### config.mk
export PLATFORM = sky130hd
export DESIGN_NAME = paddle_ctrl
export DESIGN_NICKNAME = d
export VERILOG_FILES = /design/src/rtl/paddle_ctrl.sv
export SDC_FILE = /design/constraint.sdc
export NUM_CORES = 1
export LEC_CHECK = 0
export ABC_CLOCK_PERIOD_IN_PS = 3200
export CAP_MARGIN = 10
export CORE_MARGIN = 4
export CORE_UTILIZATION = 45
export DETAILED_ROUTE_END_ITERATION = 8
export GPL_TIMING_DRIVEN = 1
export PLACE_DENSITY = 0.68
export SYNTH_ARGS = -nofsm -noshare
export SYNTH_HDL_FRONTEND = slang
export SYNTH_SLANG_ARGS = --single-unit
### constraint.sdc
create_clock -name clk -period 3.2 [get_ports clk]
set_input_delay 0.48 -clock clk [delete_from_list [all_inputs] [get_ports clk]]
set_output_delay 0.48 -clock clk [all_outputs]
set_load 0.01 [all_outputs]
### src/rtl/paddle_ctrl.sv
// paddle_ctrl
//   Turns single-cycle up/down key pulses into a paddle vertical position.
//   The keys come from a UART decoder, so they are repeated characters
//   rather than held levels. Each accepted pulse therefore starts a burst of
//   HOLD_TICKS moves, one STEP per frame tick, clamped to the playfield.
//
// Ports
//   clk          system clock
//   rst          synchronous reset, active-high
//   key_up       one-cycle move-up request
//   key_down     one-cycle move-down request
//   frame_tick   one pulse per video frame; every high cycle counts as a tick
//   paddle_y     top edge of the paddle, 0 .. SCREEN_H-PADDLE_H
//   moving_up    high while a move-up burst is active
//   moving_down  high while a move-down burst is active
//   at_top       paddle_y == 0
//   at_bottom    paddle_y == SCREEN_H-PADDLE_H
module paddle_ctrl #(
    parameter int Y_WIDTH    = 10,
    parameter int SCREEN_H   = 480,
    parameter int PADDLE_H   = 80,
    parameter int STEP       = 4,
    parameter int HOLD_TICKS = 8,
    parameter int INIT_Y     = 200
) (
    input  logic               clk,
    input  logic               rst,
    input  logic               key_up,
    input  logic               key_down,
    input  logic               frame_tick,
    output logic [Y_WIDTH-1:0] paddle_y,
    output logic               moving_up,
    output logic               moving_down,
    output logic               at_top,
    output logic               at_bottom
);

    localparam int CNT_W = $clog2(HOLD_TICKS + 1);

    // Position arithmetic uses one extra bit so y + STEP cannot wrap.
    localparam logic [Y_WIDTH:0]   STEP_X    = (Y_WIDTH + 1)'(STEP);
    localparam logic [Y_WIDTH:0]   Y_MAX_X   = (Y_WIDTH + 1)'(SCREEN_H - PADDLE_H);
    localparam logic [Y_WIDTH-1:0] Y_MAX     = Y_WIDTH'(SCREEN_H - PADDLE_H);
    localparam logic [Y_WIDTH-1:0] Y_INIT    = Y_WIDTH'(INIT_Y);
    localparam logic [CNT_W-1:0]   HOLD_LOAD = CNT_W'(HOLD_TICKS);
    localparam logic [CNT_W-1:0]   CNT_ONE   = CNT_W'(1);

    typedef enum logic [1:0] {
        IDLE      = 2'd0,
        MOVE_UP   = 2'd1,
        MOVE_DOWN = 2'd2
    } state_t;

    state_t           state;
    logic [CNT_W-1:0] hold_cnt;

    // True when an upward step saturates at the top edge.
    function automatic logic up_hits_limit(input logic [Y_WIDTH-1:0] y);
        return ({1'b0, y} <= STEP_X);
    endfunction

    // Upward step saturated at 0.
    function automatic logic [Y_WIDTH-1:0] step_up(input logic [Y_WIDTH-1:0] y);
        logic [Y_WIDTH:0] diff;
        diff = {1'b0, y} - STEP_X;
        if (up_hits_limit(y))
            return '0;
        return diff[Y_WIDTH-1:0];
    endfunction

    // True when a downward step saturates at the bottom edge.
    function automatic logic down_hits_limit(input logic [Y_WIDTH-1:0] y);
        return (({1'b0, y} + STEP_X) >= Y_MAX_X);
    endfunction

    // Downward step saturated at SCREEN_H-PADDLE_H.
    function automatic logic [Y_WIDTH-1:0] step_down(input logic [Y_WIDTH-1:0] y);
        logic [Y_WIDTH:0] sum;
        sum = {1'b0, y} + STEP_X;
        if (down_hits_limit(y))
            return Y_MAX;
        return sum[Y_WIDTH-1:0];
    endfunction

    always_ff @(posedge clk) begin
        if (rst) begin
            state       <= IDLE;
            hold_cnt    <= '0;
            paddle_y    <= Y_INIT;
            moving_up   <= 1'b0;
            moving_down <= 1'b0;
        end else if (key_up ^ key_down) begin
            // A valid pulse always (re)arms the burst and takes priority
            // over a coincident tick, so no move happens on this edge.
            hold_cnt <= HOLD_LOAD;
            if (key_up) begin
                state       <= MOVE_UP;
                moving_up   <= 1'b1;
                moving_down <= 1'b0;
            end else begin
                state       <= MOVE_DOWN;
                moving_up   <= 1'b0;
                moving_down <= 1'b1;
            end
        end else if (frame_tick) begin
            case (state)
                MOVE_UP: begin
                    paddle_y <= step_up(paddle_y);
                    // hold_cnt is at least 1 in a MOVE state, so ==1 means
                    // this tick consumes the last move of the burst.
                    if (hold_cnt == CNT_ONE || up_hits_limit(paddle_y)) begin
                        state     <= IDLE;
                        hold_cnt  <= '0;
                        moving_up <= 1'b0;
                    end else begin
                        hold_cnt <= hold_cnt - CNT_ONE;
                    end
                end
                MOVE_DOWN: begin
                    paddle_y <= step_down(paddle_y);
                    if (hold_cnt == CNT_ONE || down_hits_limit(paddle_y)) begin
                        state       <= IDLE;
                        hold_cnt    <= '0;
                        moving_down <= 1'b0;
                    end else begin
                        hold_cnt <= hold_cnt - CNT_ONE;
                    end
                end
                default: begin
                    state <= IDLE;
                end
            endcase
        end
    end

    assign at_top    = (paddle_y == '0);
    assign at_bottom = (paddle_y == Y_MAX);

endmodule
After elaboration in Yosys (flattened, before gate mapping)
Cells that the tools add are included.
{"block": "op_classes", "n_addsub": 3, "n_lt_le_gt_ge": 2, "eq_ne": 6, "muxes": 36, "bitwise": 2, "reduce_logical": 17}
{"op": "two-way mux 10 bit", "n": 4}
{"op": "two-way mux 1 bit", "n": 20}
{"op": "one-hot mux 10 bit (2 select lines)", "n": 1}
{"op": "two-way mux 4 bit", "n": 4}
{"op": "AND reduction 3 bit", "n": 4}
{"op": "nonzero test 2 bit", "n": 6}
{"op": "adder 10 x 3 -> 11 bit, second input constant", "n": 1}
{"op": "greater-or-equal comparator 11 x 9 -> 1 bit, second input constant", "n": 1}
{"op": "== test 10 x 9 -> 1 bit, second input constant", "n": 1}
{"op": "<= comparator 10 x 3 -> 1 bit, second input constant", "n": 1}
{"op": "logical NOT 10 bit", "n": 1}
{"op": "two-way mux 2 bit", "n": 5}
{"op": "subtractor 10 x 3 -> 10 bit, second input constant", "n": 1}
{"op": "one-hot mux 4 bit (2 select lines)", "n": 1}
{"op": "!= test 3 bit, second input constant", "n": 2}
{"op": "== test 4 x 1 -> 1 bit, second input constant", "n": 1}
{"op": "one-hot mux 2 bit (2 select lines)", "n": 1}
{"op": "AND reduction 2 bit", "n": 2}
{"op": "subtractor 4 x 1 -> 4 bit, second input constant", "n": 1}
{"op": "nonzero test 3 bit", "n": 1}
{"op": "== test 2 x 1 -> 1 bit, second input constant", "n": 1}
{"op": "== test 2 bit, second input constant", "n": 1}
{"op": "logical OR 1 bit", "n": 2}
{"op": "OR reduction 2 bit", "n": 1}
{"op": "other kinds (2)", "n": 2}
{"block": "totals", "register_bits": 18, "inputBits": 5, "out_inout_bits": 14, "wordCells": 72}

Depth between registers and ports, before layout
Gate-level depths: netlist of the first run.
{"block": "depth", "depth_word": 9, "mapped_depth": 9, "ltp_nobuf": 8}

Worst setup path before layout of the first run
No wires, ideal clock.
{"block": "synth_path", "path_type": "register -> register", "from": "reg paddle_y[6]", "to": "reg paddle_y[5]", "setup_time_ns": 0.134, "t_arrival_ns": 1.769, "t_required_ns": 3.066, "path_slack_ns": 1.297, "path_stages_with_launch": 8, "n_path_buf": 1, "synth_period_minus_slack_ns": 1.903, "cell_sequence": "dfxtp_1 buf_2 or4_4 nor4_4 nor2_1 a22o_1 a21oi_1 a211oi_1"}
{"block": "synth_between", "elab_chain_cells": 9, "elab_cells_between_ends": 16, "classes_between": "1 x add/sub; 2 x order compare; 13 x mux"}
{"element": "start: declaration", "line_no": "31", "text": "output logic [Y_WIDTH-1:0] paddle_y,"}
{"element": "start signal: assignment", "line_no": "108", "text": "paddle_y <= step_up(paddle_y);"}
{"element": "start signal: assignment", "line_no": "120", "text": "paddle_y <= step_down(paddle_y);"}
{"element": "adder 10 x 3 -> 11 bit", "line_no": "73", "text": "return (({1'b0, y} + STEP_X) >= Y_MAX_X);"}
{"element": "greater-or-equal comparator 11 x 9 -> 1 bit", "line_no": "73"}
{"element": "two-way mux 1 bit", "line_no": "80", "text": "if (down_hits_limit(y))"}
{"element": "two-way mux 1 bit", "line_no": "106", "text": "case (state)"}
{"element": "two-way mux 1 bit", "line_no": "105", "text": "end else if (frame_tick) begin"}
{"element": "two-way mux 1 bit", "line_no": "92", "text": "end else if (key_up ^ key_down) begin"}
{"element": "two-way mux 1 bit", "line_no": "86", "text": "if (rst) begin"}
{"element": "two-way mux 10 bit", "line_no": "82", "text": "return sum[Y_WIDTH-1:0];"}
{"element": "one-hot mux 10 bit (2 select lines) (*)", "line_no": "106"}
Mark *: on every way between the ends. The rest lies on a longest branch, timed or not. The select of a mux whose other input is x is not followed.
A chain may end at the register's enable or synchronous reset.

Final worst setup path of the first run
{"block": "layout_path", "from": "reg paddle_y[4]", "to": "out at_top"}
{"block": "layout_between", "elab_chain_cells": 1}
{"element": "logical NOT 10 bit", "line_no": "136", "text": "assign at_top = (paddle_y == '0);"}
{"element": "end: declaration", "line_no": "34", "text": "output logic at_top,"}
Every way passes these cells.

==> results of run 1 <==
## per-stage QoR
stage,util [%],hold slack (ns),cells
global placement,52.68,0.4593,220
finish,53.47,0.4783,223
floorplan,-,0.4422,188
global route,53.47,0.5179,223
detailed placement,52.68,0.4737,220
CTS,53.47,0.4867,223
## path summary, 6_finish.rpt
path	to	slack (ns)	cells past startpoint	start
hold / removal	moving_down$_SDFFE_PP0P_	0.48	2	moving_down$_SDFFE_PP0P_
setup reg to reg	paddle_y[5]$_SDFFE_PP0P_	0.81	8	paddle_y[2]$_SDFFE_PP0P_
setup / recovery	at_top	0.41	4	paddle_y[4]$_SDFFE_PP0P_
hold reg to reg	moving_down$_SDFFE_PP0P_	0.48	2	moving_down$_SDFFE_PP0P_
## flip-flops by register name, indices dropped and copies added, names as in the netlist
register and flops:
hold_cnt 4, moving_down 1, moving_up 1, paddle_y 8, state 2
## layout make-up
type / count / area [um2] / share of cell area (%)
Multi-Input combinational cell: 146 / 929.6 / 61.46
Tap cell: 31 / 38.79 / 2.564
Sequential cell: 16 / 320.3 / 21.17
Inverter: 11 / 41.29 / 2.730
Clock buffer: 3 / 22.52 / 1.489
Timing Repair Buffer: 16 / 160.2 / 10.59
## routing by layer
metal  vias to the layer above  part of all wire [%]
li1                        670                     -
met1                       614                    44
met2                        35                    50
met3                         4                   5.4
met4                         0                  0.84
met5                         -                     0
## worst register-to-register path: cells and delay by family, from the launching register on
kind	cells	cell delay, ns
buffers and inverters	1	0.15
adders and majority gates	1	0.31
and+or+nand+nor	3	0.78
AOI/OAI and AO/OA	3	0.47
DFF	1	0.60
## power groups by stage
stage                     logic, mW  clock network [mW]  registers [mW]
after detailed placement     0.0883                   0           0.222
after CTS                    0.0888               0.104           0.218
after floorplan              0.0680                   0           0.218
after global placement       0.0869                   0           0.222
after global routing          0.100               0.115           0.219
final                        0.0894               0.100           0.218
## layout by cell type, fill, tap and decap left out, drive strengths merged, types with 6 or more instances in the layout
master and n:
dfxtp 16, ha 10, inv 11, a21oi 18, o21ai 15, nor3 6, clkdlybuf4s50 16, nand2 17
nor2 16
## cell families after synthesis
group / Yosys count / share of synthesized area [%]
other cells: 1 / 0.2762
fa+ha+maj: 10 / 9.217
compound gates: 55 / 24.98
flops: 16 / 23.59
buf+inv: 26 / 8.202
simple gates: 72 / 28.76
xor+xnor: 3 / 1.936
mux: 4 / 3.042
==> results.sh, run 1 <==
export IMPL_cts_root_buf="sky130_fd_sc_hd__clkbuf_4"
export IMPL_post_synth_num_cell_types=47
export IMPL_synth_area_leaders="sky130_fd_sc_hd__dfxtp_1 24%, sky130_fd_sc_hd__ha_1 9.2%, sky130_fd_sc_hd__a21oi_1 6.3%, sky130_fd_sc_hd__nand2_1 4.7%, sky130_fd_sc_hd__nor2_1 4.4%"
export IMPL_floorplan_die_area_um2=3960
export IMPL_gr_busiest_metal="met2"
export IMPL_total_switching_power_mw=0.1184
export IMPL_nFillCells=305
export IMPL_post_route_period_util_pct=87.31
export IMPL_detailed_place_area_um2=1490
export IMPL_setup_violations=0
export IMPL_boundaryPins=19
export IMPL_slowest_stage="sky130_fd_sc_hd__or4_4"
export IMPL_worst_slack_at_placement_ns=0.7563
export IMPL_syn_area_per_cell_um2=7.260
export IMPL_synth_cells_most_frequent="17 x sky130_fd_sc_hd__a21oi_1, 17 x sky130_fd_sc_hd__nand2_1, 16 x sky130_fd_sc_hd__dfxtp_1, 16 x sky130_fd_sc_hd__nor2_1, 11 x sky130_fd_sc_hd__inv_1"
export IMPL_intPower_mw=0.2889
export IMPL_synth_cell_area_um2=1358
export IMPL_worst_pin_slew_ns=0.6409
export IMPL_detail_route_vias_per_cell=5.933
export IMPL_max_vdd_ir_drop_v=0.0001679
export IMPL_global_route_usage_met2_pct=32.02
export IMPL_postCtsSetupRepairBufs=0
export IMPL_timing_critical_path_to_type="output port"
export IMPL_final_nets=209
export IMPL_postRouteWirelength_um=3433
export IMPL_drcViolationCount=0
export IMPL_grt_setup_unrepaired="no"
export IMPL_clock_skew_ns=0.006526
export IMPL_slew_headroom_pct=57.14
export IMPL_number_of_clock_buffers_inserted_by_tritoncts=3
export IMPL_worstPathCellList="or4_4 > nor3_2 > and2_1 > clkdlybuf4s50_1"
export IMPL_fmax_achieved_mhz=357.9
export IMPL_pin_count_of_the_biggest_net_entering_global_routing=19
export IMPL_timing_setup_tns_ns=0
export IMPL_die_width_um=62.93
export IMPL_drtAntennaViolNets=0
export IMPL_detailedPlacementHpwl_um=2563
export IMPL_gp_congestion=0.8935
export IMPL_grt_antenna_before_repair=0
export IMPL_final_hold_violation_count=0
export IMPL_power_per_cell_area_nw_per_um2=269.3
export IMPL_layout_cell_area_non_filler_um2=1513
export IMPL_post_route_worst_setup_slack_ns=0.4060
export IMPL_fp_row_count=19
export IMPL_period_minus_slack_ns=2.794
export IMPL_run_status="finished clean"
export IMPL_cp_buffers_inverters=1
export IMPL_io_buffer_count=16
export IMPL_critical_path_max_stage_delay_ns=0.63
export IMPL_cp_max_fo=16
export IMPL_cp_data_required_time_ns=2.72
export IMPL_drtIter0Drc=131
export IMPL_syn_to_final_growth_pct=11.43
export IMPL_slew_viol_final=0
export IMPL_synth_flop_cell="sky130_fd_sc_hd__dfxtp_1"
export IMPL_timing_critical_path_arrival_ns=2.31
export IMPL_synth_enable_flop_cells=0
export IMPL_synth_largest_type_area_fraction_pct=23.59
export IMPL_global_route_usage_total_pct=17.72
export IMPL_part_of_the_yosys_area_used_for_sequential_elements_pct=23.59
export IMPL_routed_wire_length_per_instance_um=15.39
export IMPL_clock_path_buffers=2
export IMPL_die_height_um=62.93
export IMPL_critPathKind="reg2out"
export IMPL_cts_htree_levels=1
export IMPL_route_vias_total=1323
export IMPL_ys_async_sr_fraction_pct=0
export IMPL_overall_power_of_the_completed_layout_mw=0.4073
export IMPL_cts_resized_gates=0
export IMPL_syn_inst=187
export IMPL_layout_drive_gt1_share_pct=5.208
export IMPL_gr_usage_met1_pct=21.98
export IMPL_cts_clk_slew_worst_paths_ns=0.09
export IMPL_clkLatencyLatePin_ns=0.27
export IMPL_grt_remaining_overflow=0
export IMPL_met3_usage_pct=2.158
export IMPL_hp_class="reg2reg"
export IMPL_num_antenna_cells=0
export IMPL_total_leakage_power_nw=0.5448
export IMPL_vias_in_the_first_global_route=1300
export IMPL_p_comb_share_pct=22.0
export IMPL_clock_sinks=16
export IMPL_critical_path_top_delay_family="simple AND/OR/NAND/NOR gates"
export IMPL_ys_seq_elements=16
export IMPL_drt_pass1_iterations=4
export IMPL_clkPwrFrac_pct=24.6
export IMPL_sw_frac_of_total_pct=29.07
export IMPL_grt_pass1_wl_um=5851
export IMPL_maxCapViolCount=0
export IMPL_holdBufCountCts=0
export IMPL_design_core_area_um2=2829
export IMPL_power_share_sequential_pct=53.4
export IMPL_yosys_warn_count=0
export IMPL_crit_path_launch_type="flip-flop"
export IMPL_initial_core_utilization_pct=47.99
export IMPL_synth_top_area_cell="sky130_fd_sc_hd__dfxtp_1"
export IMPL_clock_tree_from_tritoncts="done"
Note: power is estimated with default switching activity, not from simulation.
==> inputs of run 2 (changes only) <==
--- a/config.mk
+++ b/config.mk
@@ -8,10 +8,10 @@
 export ABC_CLOCK_PERIOD_IN_PS = 3200
 export CAP_MARGIN = 10
 export CORE_MARGIN = 4
-export CORE_UTILIZATION = 45
+export CORE_UTILIZATION = 40
 export DETAILED_ROUTE_END_ITERATION = 8
 export GPL_TIMING_DRIVEN = 1
-export PLACE_DENSITY = 0.68
+export RECOVER_POWER = 100
 export SYNTH_ARGS = -nofsm -noshare
 export SYNTH_HDL_FRONTEND = slang
 export SYNTH_SLANG_ARGS = --single-unit
==> run 2 against run 1 <==
Compared with the run above: clock power grew 10%; die area is 11% higher; worst setup slack got worse by 0.16 ns; cell area decreased by 0.50%; cell count rose by 5.8%; sequential power about the same; via count increased by 0.30%; sequential cell count is the same; non-clock buffer count is the same.
==> results.sh, run 2 (same netlist as run 1, synthesis figures left out) <==
export IMPL_fp_row_count=20
export IMPL_number_of_clock_buffers_inserted_by_tritoncts=3
export IMPL_clock_tree_from_tritoncts="done"
export IMPL_die_height_um=66.26
export IMPL_detailedPlacementHpwl_um=2439
export IMPL_hp_class="reg2reg"
export IMPL_max_vdd_ir_drop_v=0.0002496
export IMPL_detailed_place_area_um2=1506
export IMPL_pin_count_of_the_biggest_net_entering_global_routing=19
export IMPL_routed_wire_length_per_instance_um=14.46
export IMPL_run_status="finished clean"
export IMPL_timing_critical_path_to_type="output port"
export IMPL_syn_to_final_growth_pct=10.88
export IMPL_grt_antenna_before_repair=0
export IMPL_drtAntennaViolNets=0
export IMPL_grt_remaining_overflow=0
export IMPL_die_width_um=66.26
export IMPL_layout_cell_area_non_filler_um2=1505
export IMPL_post_route_period_util_pct=92.46
export IMPL_setup_violations=0
export IMPL_postCtsSetupRepairBufs=0
export IMPL_top_regs="paddle_y: 8 flops, hold_cnt: 4 flops, state: 2 flops"
export IMPL_timing_rr_end="paddle_y[5]$_SDFFE_PP0P_"
export IMPL_cts_resized_gates=0
export IMPL_grt_setup_unrepaired="no"
export IMPL_detail_route_vias_per_cell=5.623
export IMPL_layout_drive_gt1_share_pct=3.646
export IMPL_power_per_cell_area_nw_per_um2=276.6
export IMPL_cts_root_buf="sky130_fd_sc_hd__clkbuf_4"
export IMPL_timing_setup_tns_ns=0
export IMPL_largest_register_ffs=8
export IMPL_io_buffer_count=16
export IMPL_num_antenna_cells=0
export IMPL_post_place_cells=233
export IMPL_crit_path_start="paddle_y[4]$_SDFFE_PP0P_"
export IMPL_global_route_usage_total_pct=16.02
export IMPL_cts_htree_levels=1
export IMPL_design_core_area_um2=3153
export IMPL_clkPwrFrac_pct=26.5
export IMPL_slew_headroom_pct=55.74
export IMPL_maxCapViolCount=0
export IMPL_p_comb_share_pct=21.2
export IMPL_initial_core_utilization_pct=43.06
export IMPL_gp_congestion=0.8681
export IMPL_worst_pin_slew_ns=0.6618
export IMPL_grt_pass1_wl_um=5540
export IMPL_total_switching_power_mw=0.1282
export IMPL_registers_top_by_ff_count="paddle_y"
export IMPL_holdBufCountCts=0
export IMPL_route_vias_total=1327
export IMPL_nFillCells=339
export IMPL_post_route_util_pct=47.74
export IMPL_cp_data_required_time_ns=2.72
export IMPL_sw_frac_of_total_pct=30.79
export IMPL_crit_path_launch_type="flip-flop"
export IMPL_final_cells=236
export IMPL_cts_clk_slew_worst_paths_ns=0.10
export IMPL_total_leakage_power_nw=0.5531
export IMPL_postRouteWirelength_um=3412
export IMPL_floorplan_die_area_um2=4390
export IMPL_vias_in_the_first_global_route=1160
export IMPL_worstRegToRegCells=6
export IMPL_intPower_mw=0.2881
export IMPL_final_nets=209
export IMPL_endpoint_of_the_most_critical_setup_path="at_top"
export IMPL_boundaryPins=19
export IMPL_layout_common_cells="17 x sky130_fd_sc_hd__nand2_1, 17 x sky130_fd_sc_hd__a21oi_1, 16 x sky130_fd_sc_hd__nor2_1, 16 x sky130_fd_sc_hd__dfxtp_1"
export IMPL_drt_pass1_iterations=4
export IMPL_cp_max_fo=16
export IMPL_drtIter0Drc=92
export IMPL_clock_skew_ns=0.01021
export IMPL_power_share_sequential_pct=52.2
export IMPL_critPathKind="reg2out"
export IMPL_slew_viol_final=0
export IMPL_overall_power_of_the_completed_layout_mw=0.4163
export IMPL_clock_path_buffers=2
export IMPL_critical_path_reg2reg_startpoint="paddle_y[4]$_SDFFE_PP0P_"
export IMPL_fmax_achieved_mhz=338.0
export IMPL_timing_critical_path_arrival_ns=2.48
export IMPL_period_minus_slack_ns=2.959
export IMPL_clkLatencyLatePin_ns=0.29
export IMPL_drcViolationCount=0
export IMPL_final_hold_violation_count=0
export IMPL_reg2reg_slack_ns=0.64
export IMPL_clock_sinks=16
-- run 2: cell types whose count changed in the layout (fill, tap and decap cells not counted), sizes merged --
cell	before	now
clkdlybuf4s50	16	5
dlygate4sd3	0	11
-- run 2: area by class of cell --
type | count | area [um2] | share of cell area [%]
tap | 44 | 55.05 | 3.658
sequential | 16 | 320.3 | 21.28
multi-input combinational | 146 | 905.9 | 60.18
timing repair buffer | 16 | 160.2 | 10.64
clock buffer | 3 | 22.52 | 1.496
inverter | 11 | 41.29 | 2.743
-- run 2: worst min path at each step --
stage                              from                  endpoint  slack, ns  depth (start not counted)
4_1_cts        hold_cnt[1]$_SDFFE_PP0P_  hold_cnt[1]$_SDFFE_PP0P_       0.48                          2
3_3_place_gp   hold_cnt[1]$_SDFFE_PP0P_  hold_cnt[1]$_SDFFE_PP0P_       0.46                          2
2_1_floorplan  hold_cnt[1]$_SDFFE_PP0P_  hold_cnt[1]$_SDFFE_PP0P_       0.44                          2
6_report         moving_up$_SDFFE_PP0P_    moving_up$_SDFFE_PP0P_       0.48                          2
5_1_grt          moving_up$_SDFFE_PP0P_    moving_up$_SDFFE_PP0P_       0.51                          2
3_5_place_dp   hold_cnt[1]$_SDFFE_PP0P_  hold_cnt[1]$_SDFFE_PP0P_       0.46                          2
-- run 2: routing by layer --
metal  global-route usage (%)  wire length, um  vias up
met5                        0                0        -
met1                    23.60             1660      608
met3                    4.422              265        2
li1                         -                -      674
met2                    23.79             1470       43
met4                    1.523               15        0
-- run 2: power groups by stage --
stage                     combinational [mW]  clock, mW  sequential (mW)
final                                 0.0884      0.110            0.217
after global routing                  0.0984      0.126            0.219
after global placement                0.0882          0            0.222
after detailed placement              0.0889          0            0.222
after floorplan                       0.0680          0            0.218
after CTS                             0.0897      0.117            0.217
-- run 2: metrics by stage --
stage          hold WS (ns)  setup slack, ns
6_report             0.4776           0.2413
5_1_grt              0.5069           0.1752
4_1_cts              0.4755           0.4171
3_5_place_dp         0.4623           0.7556
3_3_place_gp         0.4596           0.8073
2_1_floorplan        0.4422            1.297
-- run 2: worst max-delay path: stages, from the launching register on --
cell	delay, ns
sky130_fd_sc_hd__dfxtp_1	0.46
sky130_fd_sc_hd__or4_1	0.63
sky130_fd_sc_hd__nor3_1	0.36
sky130_fd_sc_hd__and2_1	0.20
sky130_fd_sc_hd__clkdlybuf4s50_1	0.54
==> inputs of run 3 (changes only) <==
--- a/config.mk
+++ b/config.mk
@@ -8,10 +8,12 @@
 export ABC_CLOCK_PERIOD_IN_PS = 3200
 export CAP_MARGIN = 10
 export CORE_MARGIN = 4
-export CORE_UTILIZATION = 40
+export CORE_UTILIZATION = 49
 export DETAILED_ROUTE_END_ITERATION = 8
 export GPL_TIMING_DRIVEN = 1
+export PLACE_DENSITY = 0.73
 export RECOVER_POWER = 100
+export SLEW_MARGIN = 20
 export SYNTH_ARGS = -nofsm -noshare
 export SYNTH_HDL_FRONTEND = slang
 export SYNTH_SLANG_ARGS = --single-unit
==> run 3 against run 2 <==
Compared with the run above: sequential cell count unchanged; sequential share of layout area rose by 0.18 points; worst setup slack improved by 0.20 ns; largest cell class unchanged; largest power group unchanged.
==> results.sh, run 3 (same netlist as run 1, synthesis figures left out) <==
export IMPL_run_status="finished clean"
export IMPL_drcViolationCount=0
export IMPL_die_height_um=60.64
export IMPL_grt_antenna_before_repair=0
export IMPL_detailedPlacementHpwl_um=2521
export IMPL_cts_resized_gates=0
export IMPL_postCtsSetupRepairBufs=0
export IMPL_fp_row_count=18
export IMPL_critPathKind="reg2out"
export IMPL_routed_wire_length_per_instance_um=15.26
export IMPL_post_route_period_util_pct=86.24
export IMPL_setup_violations=0
export IMPL_slew_headroom_pct=60.76
export IMPL_nFillCells=260
export IMPL_critical_path_top_delay_family="simple AND/OR/NAND/NOR gates"
export IMPL_initial_core_utilization_pct=52.88
export IMPL_cp_max_fo=16
export IMPL_cp_data_required_time_ns=2.72
export IMPL_critical_path_max_stage_delay_ns=0.64
export IMPL_number_of_clock_buffers_inserted_by_tritoncts=3
export IMPL_cts_htree_levels=1
export IMPL_worstRegToRegCells=6
export IMPL_die_width_um=60.64
export IMPL_clkPwrFrac_pct=25.3
export IMPL_total_leakage_power_nw=0.5581
export IMPL_crit_cells=4
export IMPL_clkLatencyLatePin_ns=0.28
export IMPL_grt_remaining_overflow=0
export IMPL_timing_setup_tns_ns=0
export IMPL_slew_viol_final=0
export IMPL_io_buffer_count=16
export IMPL_worst_pin_slew_ns=0.5867
export IMPL_total_switching_power_mw=0.1215
export IMPL_pin_count_of_the_biggest_net_entering_global_routing=19
export IMPL_detail_route_vias_per_cell=6.041
export IMPL_boundaryPins=19
export IMPL_gp_congestion=0.9058
export IMPL_power_share_sequential_pct=53.1
export IMPL_cts_clk_slew_worst_paths_ns=0.09
export IMPL_p_comb_share_pct=21.6
export IMPL_floorplan_die_area_um2=3677
export IMPL_cts_root_buf="sky130_fd_sc_hd__clkbuf_4"
export IMPL_postRouteWirelength_um=3388
export IMPL_power_per_cell_area_nw_per_um2=274.2
export IMPL_drt_pass1_iterations=4
export IMPL_vias_in_the_first_global_route=1252
export IMPL_timing_critical_path_arrival_ns=2.28
export IMPL_global_route_usage_total_pct=20.22
export IMPL_max_vdd_ir_drop_v=0.0002628
export IMPL_intPower_mw=0.2878
export IMPL_reg2reg_slack_ns=0.72
export IMPL_crit_path_launch_type="flip-flop"
export IMPL_sw_frac_of_total_pct=29.69
export IMPL_hp_class="reg2reg"
export IMPL_worstPathCellList="or4_1 > nor3_2 > and2_1 > clkdlybuf4s50_1"
export IMPL_layout_common_cells="17 x sky130_fd_sc_hd__nand2_1, 17 x sky130_fd_sc_hd__a21oi_1, 16 x sky130_fd_sc_hd__nor2_1, 16 x sky130_fd_sc_hd__dfxtp_1"
export IMPL_drtIter0Drc=49
export IMPL_period_minus_slack_ns=2.760
export IMPL_fmax_achieved_mhz=362.4
export IMPL_worst_slack_at_placement_ns=0.7772
export IMPL_drtAntennaViolNets=0
export IMPL_maxCapViolCount=0
export IMPL_num_antenna_cells=0
export IMPL_clock_sinks=16
export IMPL_layout_drive_gt1_share_pct=4.167
export IMPL_timing_rr_end="paddle_y[7]$_SDFFE_PP1P_"
export IMPL_final_hold_violation_count=0
export IMPL_top_regs="paddle_y: 8 flops, hold_cnt: 4 flops, state: 2 flops"
export IMPL_holdBufCountCts=0
export IMPL_slowest_stage="sky130_fd_sc_hd__or4_1"
export IMPL_critical_path_reg2reg_startpoint="paddle_y[4]$_SDFFE_PP0P_"
export IMPL_largest_register_ffs=8
export IMPL_grt_pass1_wl_um=5720
export IMPL_endpoint_of_the_most_critical_setup_path="at_top"
export IMPL_design_core_area_um2=2567
export IMPL_final_nets=209
export IMPL_route_vias_total=1341
export IMPL_registers_top_by_ff_count="paddle_y"
export IMPL_clock_path_buffers=2
export IMPL_timing_critical_path_to_type="output port"
export IMPL_clock_tree_from_tritoncts="done"
export IMPL_grt_setup_unrepaired="no"
export IMPL_post_route_util_pct=58.14
export IMPL_post_route_worst_setup_slack_ns=0.4403
export IMPL_crit_path_start="paddle_y[4]$_SDFFE_PP0P_"
export IMPL_clock_skew_ns=0.006725
export IMPL_cp_buffers_inverters=1
export IMPL_syn_to_final_growth_pct=9.954
## run 3: tightest hold or removal path, delay by kind of cell (launching register included)
kind               cells  cell delay, ns
DFF                    1            0.32
and+or+nand+nor        1            0.06
AOI/OAI and AO/OA      1            0.05
## run 3: final cells by class
type,instances,area [um2],area share (%)
Clock buffer,3,22.52,1.509
Inverter,11,41.29,2.766
Multi-Input combinational cell,146,910.9,61.02
Sequential cell,16,320.3,21.46
Tap cell,30,37.54,2.515
Timing Repair Buffer,16,160.2,10.73
## run 3: how the worst min path moves through the flow
| stage | endpoint | cells past startpoint | from |
|---|---|---|---|
| after floorplan | hold_cnt[1]$_SDFFE_PP0P_ | 2 | hold_cnt[1]$_SDFFE_PP0P_ |
| after global placement | hold_cnt[1]$_SDFFE_PP0P_ | 2 | hold_cnt[1]$_SDFFE_PP0P_ |
| after detailed placement | moving_up$_SDFFE_PP0P_ | 2 | moving_up$_SDFFE_PP0P_ |
| after CTS | moving_up$_SDFFE_PP0P_ | 2 | moving_up$_SDFFE_PP0P_ |
| after global routing | moving_up$_SDFFE_PP0P_ | 2 | moving_up$_SDFFE_PP0P_ |
| final | moving_up$_SDFFE_PP0P_ | 2 | moving_up$_SDFFE_PP0P_ |
## run 3: layer usage
layer	GRT usage (%)	wire, um	part of all wire (%)	up-vias
met5	0	0	0	-
met4	4.334	43	1.3	0
met3	3.830	178	5.3	6
met2	32.21	1564	46	37
met1	28.44	1601	47	629
li1	-	-	-	669
## run 3: through the flow
stage	cell area [um2]	cells	power [mW]	hold slack, ns
after floorplan	1361	188	0.2857	0.4422
after global placement	1489	219	0.3082	0.4559
after detailed placement	1489	219	0.3106	0.4618
after CTS	1511	222	0.4164	0.4802
after global routing	1493	222	0.4391	0.5114
final	1493	222	0.4093	0.4750
## run 3: power groups by stage
stage | Combinational, mW | Sequential [mW] | Clock, mW
after floorplan | 0.0680 | 0.218 | 0
after CTS | 0.0896 | 0.217 | 0.110
final | 0.0884 | 0.217 | 0.104
after detailed placement | 0.0888 | 0.222 | 0
after global placement | 0.0867 | 0.221 | 0
after global routing | 0.0981 | 0.219 | 0.122
